--- src/rtl/ddr_pkg.sv ---
// Shared types for the DDR4 DIMM bank model: command/error encodings, burst descriptor, beat helpers.
// Burst timestamps are absolute cycle counts; windows are [due_cycle, due_cycle+len-1].
package ddr_pkg;

  localparam int BANK_FW = 8;
  localparam int ROW_FW  = 17;
  localparam int COL_W   = 10;
  localparam int STAMP_W = 32;

  typedef enum logic [2:0] {
    CMD_NOP, CMD_ACT, CMD_RD, CMD_WR, CMD_PRE, CMD_REF, CMD_MRS
  } cmd_e;

  typedef enum logic [2:0] {
    ERR_NONE        = 3'd0,
    ERR_BANK_OPEN   = 3'd1,
    ERR_BANK_CLOSED = 3'd2,
    ERR_COLLIDE     = 3'd3,
    ERR_ILLEGAL     = 3'd4
  } err_e;

  typedef struct packed {
    logic [BANK_FW-1:0] bank;
    logic [ROW_FW-1:0]  row;
    logic [COL_W-1:0]   col;
    logic               bc4;
    logic               ap;
    logic [STAMP_W-1:0] due_cycle;
  } burst_t;

  // pins = {cs_n, act_n, RAS_n, CAS_n, WE_n}
  function automatic cmd_e decode_cmd(input logic [4:0] pins);
    cmd_e c;
    c = CMD_NOP;
    if (!pins[4]) begin
      if (!pins[3]) c = CMD_ACT;
      else begin
        case (pins[2:0])
          3'b101:  c = CMD_RD;
          3'b100:  c = CMD_WR;
          3'b010:  c = CMD_PRE;
          3'b001:  c = CMD_REF;
          3'b000:  c = CMD_MRS;
          default: c = CMD_NOP;
        endcase
      end
    end
    return c;
  endfunction

  function automatic logic [STAMP_W-1:0] burst_end(input burst_t b);
    return b.due_cycle + (b.bc4 ? STAMP_W'(3) : STAMP_W'(7));
  endfunction

  function automatic logic windows_overlap(input burst_t a, input burst_t b);
    return (a.due_cycle <= burst_end(b)) && (b.due_cycle <= burst_end(a));
  endfunction

  // BC4 occupies the upper or lower half of the 8-beat word, chosen by col[2]
  function automatic logic [2:0] beat_pos(input burst_t b, input logic [2:0] idx);
    return (b.bc4 && b.col[2]) ? 3'd4 + idx : idx;
  endfunction

  function automatic logic [7:0] beat_mask(input burst_t b);
    logic [7:0] m;
    m = 8'hFF;
    if (b.bc4) m = b.col[2] ? 8'hF0 : 8'h0F;
    return m;
  endfunction

endpackage

--- src/rtl/ddr_dimm_bank_model_burst_pipe.sv ---
// Cycle-stamped in-order burst queue with a beat counter; a burst plays when its due_cycle arrives.
// Never wraps: callers must treat full as a collision and drop the command.
module ddr_burst_pipe
  import ddr_pkg::*;
#(
  parameter int DEPTH = 4
) (
  input  logic               clk,
  input  logic               rst_n,
  input  logic [STAMP_W-1:0] cyc,
  input  logic               push,
  input  burst_t             push_dat,
  input  burst_t             chk,
  output logic               chk_hit,
  output logic               full,
  output burst_t             head,
  output logic               beat_vld,
  output logic [2:0]         beat_idx,
  output logic               beat_last,
  output burst_t             nxt,
  output logic               nxt_due
);

  localparam int PTR_W = (DEPTH > 1) ? $clog2(DEPTH) : 1;

  burst_t             mem [DEPTH];
  logic [DEPTH-1:0]   vld;
  logic [PTR_W-1:0]   rd_ptr, wr_ptr, rd_ptr_nx, wr_ptr_nx;
  logic               active;
  logic [2:0]         cnt;
  logic               head_vld, head_due, nxt_vld;
  logic               unused_chk;

  assign rd_ptr_nx = (rd_ptr == PTR_W'(DEPTH-1)) ? '0 : rd_ptr + 1'b1;
  assign wr_ptr_nx = (wr_ptr == PTR_W'(DEPTH-1)) ? '0 : wr_ptr + 1'b1;
  assign full      = vld[wr_ptr];
  assign head      = mem[rd_ptr];
  assign head_vld  = vld[rd_ptr];
  assign head_due  = head_vld && !active && (head.due_cycle == cyc);
  assign beat_vld  = active || head_due;
  assign beat_idx  = active ? cnt : 3'd0;
  assign beat_last = beat_vld && (beat_idx == (head.bc4 ? 3'd3 : 3'd7));

  // While the head is mid-burst the following entry may already need its fetch
  assign nxt     = active ? mem[rd_ptr_nx] : head;
  assign nxt_vld = active ? vld[rd_ptr_nx] : head_vld;
  assign nxt_due = nxt_vld && (nxt.due_cycle == cyc + STAMP_W'(1));

  always_comb begin
    chk_hit = 1'b0;
    for (int i = 0; i < DEPTH; i++)
      if (vld[i] && windows_overlap(mem[i], chk)) chk_hit = 1'b1;
  end

  assign unused_chk = ^chk;

  always_ff @(posedge clk or negedge rst_n) begin
    if (!rst_n) begin
      rd_ptr <= '0;
      wr_ptr <= '0;
      vld    <= '0;
      active <= 1'b0;
      cnt    <= 3'd0;
    end else begin
      if (push) begin
        vld[wr_ptr] <= 1'b1;
        wr_ptr      <= wr_ptr_nx;
      end
      if (beat_last) begin
        vld[rd_ptr] <= 1'b0;
        rd_ptr      <= rd_ptr_nx;
        active      <= 1'b0;
        cnt         <= 3'd0;
      end else if (beat_vld) begin
        active <= 1'b1;
        cnt    <= beat_idx + 3'd1;
      end
    end
  end

  always_ff @(posedge clk) begin
    if (push) mem[wr_ptr] <= push_dat;
  end

endmodule

--- config.mk ---
export PLATFORM = sky130hd
export DESIGN_NAME = ddr_burst_pipe
export DESIGN_NICKNAME = d
export VERILOG_FILES = /design/src/rtl/ddr_pkg.sv /design/src/rtl/ddr_dimm_bank_model_burst_pipe.sv
export SDC_FILE = /design/constraint.sdc
export NUM_CORES = 1
export LEC_CHECK = 0
export CORE_MARGIN = 1.5
export CORE_UTILIZATION = 35
export DETAILED_ROUTE_END_ITERATION = 10
export GPL_TIMING_DRIVEN = 0
export HOLD_SLACK_MARGIN = 0.06
export SYNTH_ARGS = -nofsm -noshare
export SYNTH_HDL_FRONTEND = slang
export SYNTH_SLANG_ARGS = --single-unit
--- constraint.sdc ---
create_clock -name clk -period 8.7 [get_ports clk]
set_input_delay 0.87 -clock clk [delete_from_list [all_inputs] [get_ports clk]]
set_output_delay 0.87 -clock clk [all_outputs]
set_load 0.01 [all_outputs]
==> qor.yml <==
path_buf_inv: 10
critPathLaunch: "rd_ptr[1]"
ys_ff_latch: 288
vdd_drop_max_uv: 214.5
rsz0062_at_grt: "false"
async_reset_ff_share_pct: 4.167
post-route-util_pct: 43.58
r2r-start: "rd_ptr[1]"
grt_max_degree: 50
tns_ns: 0
wl_met1_mm: 36.19
die_area_um2: 67310
clk_pin_slew_worst_paths_ns: 0.05
crit_fanout: 10
power.density_nw_per_um2: 285.2
period_minus_slack_ns: 8.329
clock_sinks: 288
finalPower_mw: 8.042
cts_max_level: 2
worst_pin_slew_ns: 1.444
hold_violations: 0
place_inst: 3163
firstDrtPassIters: 5
syn_avg_cell_area_um2: 11.37
synth_cell_types: 71
syn_inst: 2024
arrival_ns: 7.46
final_cells: 3228
synthFlopType: "edfxtp_1"
via_count: 18802
dp_slack_ns: 0.7628
postSynthNetCount: 2461
grt_overflow: 0
fin_ws_ns: 0.3709
fin_skew_ns: 0.01098
layout-drive-gt1-share_pct: 10.25
coreArea_um2: 64700
ys_seq_area_share_pct: 37.31
maxSlewViolCount: 0
nets: 2782
met2_length_mm: 40.45
die_h_um: 259.4
synthesis.area_um2: 23020
die_x_um: 259.4
fin_crit_sh_pct: 95.74
wl_met3_mm: 8.280
cts_buffer_depth: 3
mostFrequentLayoutCells: "nand2_1 (287), clkdlybuf4s50_1 (280), edfxtp_1 (276)"
drt_wl_total_mm: 88.19
cap_violations: 0
clock_latency_ns: 0.56
rrSetupSlack_ns: 2.96
final_area_um2: 28200
start_util_pct: 35.58
wire_per_inst_um: 27.32
synth_top_area_share_pct: 36.01
synthToLayoutAreaGrowth_pct: 22.50
fmax_mhz: 120.1
final_common_cell: "nand2_1"
synthTopCellsByArea: "edfxtp_1 (36%), ha_1 (14%), mux4_2 (14%)"
synth_area_leader_cell: "edfxtp_1"
status: "finished, final reports clean"
synth_edf_count: 276
track_usage_pct: 26.09
final-setup-viol-count: 0
grt_pass1_vias: 19171
crit_chain: "buf_6 -> buf_6 -> buf_2 -> buf_1 -> clkbuf_1 -> inv_1 -> ha_1 -> buf_2 -> buf_4 -> buf_1 -> mux4_2 -> nand2_1 -> nand2_1 -> xnor2_1 -> a21oi_1 -> nand4_1 -> nor4_1 -> o2111ai_1 -> a2111oi_2 -> clkdlybuf4s50_1"
relSlewSlack_pct: 2.839
ios: 319
yosys_warnings: 0
cts_made_buffers: 35
cts_tree: "built"
crit_family: "buffers and inverters"
place_congestion: 1.015
critPathRequiredTime_ns: 7.83
grt_antenna_before_repair: 7
hp-start: "cnt[1]"
cts-root-buf: "clkbuf_16"
grt_pass1_wl_mm: 128.1
io_buffers: 280
dpl_cell_area_um2: 27010
worstHoldPathType: "flop to flop"
crit_path_top_delay_cell: "buf_1"
startpoint_type: "flop"
end_kind: "output port"
drc_errors: 0
hold_ws_ns: 0.4845
top_layer: "met5"
ant_nets: 0
hold_buffers: 0
p_leak_nw: 10.56
critical_path_class: "flop to output port"
dp_hpwl_mm: 68.04
critPathMaxStageDelay_ns: 0.68
vias_per_cell: 5.825
initialDrtViolationCount: 1722
row_count: 93
[what timing repair did]
action | 4_1_cts | 5_1_grt
buffers inserted | 0 | 0
gates resized for setup | 0 | 2
endpoints found under the setup margin | 0 | 1
hold endpoints to repair | 0 | 0
[path summary, 6_finish.rpt]
check / depth (start not counted) / to
worst max-delay path: 20 / nxt_due
worst min-delay path: 2 / cnt[1]
worst max register to register: 13 / rd_ptr[1]
worst min register to register: 2 / cnt[1]
max in group asynchronous: 1 / vld[2]
min in group asynchronous: 1 / wr_ptr[1]
[layout make-up]
class	instances	area, µm²
inverters	52	195.2
clock inverters	22	284.0
diodes	3	7.507
multi-input cells	1626	13940
plain buffers	58	302.8
flip-flops and latches	288	8588
repair buffers	284	2913
well taps	855	1070
clock buffers	40	894.6
fillers	6052	36500
[worst register-to-register path: stages, from the launching register on]
cell,delay (ns)
dfrtp_1,0.40
buf_6,0.24
buf_6,0.24
buf_2,0.44
buf_1,0.56
clkbuf_1,0.63
inv_1,0.16
ha_1,0.32
buf_2,0.38
buf_4,0.39
clkbuf_2,0.48
clkbuf_1,0.58
clkbuf_1,0.61
mux2_4,0.26
[Yosys cell counts, types with 12 or more instances]
cell and count:
nand2_1 287, and3_1 30, nor3_1 24, clkbuf_1 28
xor2_1 148, and2_1 12, inv_1 52, nor2b_1 22
and4_1 20, a21o_1 51, mux4_2 138, o21ai_0 68
dfrtp_1 12, edfxtp_1 276, nand4_1 85, a21oi_1 66
nor2_1 104, o21a_1 15, nand3_1 67, ha_1 264
nor4_1 16, xnor2_1 76
[sequential cells by signal, summed over array words and instances, names as in the netlist]
signal	flops
vld	4
cnt	3
active	1
wr_ptr	2
rd_ptr	2
mem	276
[cells by family after synthesis]
| family | share of synthesized area, % |
|---|---|
| AOI/OAI and AO/OA | 7.556 |
| buffers and inverters | 2.158 |
| adders and majority gates | 14.52 |
| muxes | 14.37 |
| DFF | 37.31 |
| xor gates and xnor gates | 9.062 |
| and+or+nand+nor | 15.01 |
[per-layer routing]
layer  vias to the layer above  global-route usage (%)
met5                         -                       0
met4                         8                   9.141
met3                       158                   6.854
met2                       875                   42.49
met1                      9333                   33.43
li1                       8428                       -
[power by group]
part	internal, mW	switching (mW)	total (mW)
clock network	0.920	0.595	1.51
logic	2.09	2.41	4.50
registers	1.78	0.248	2.03
total	4.79	3.25	8.04
Power figures use the tool's default switching activity.
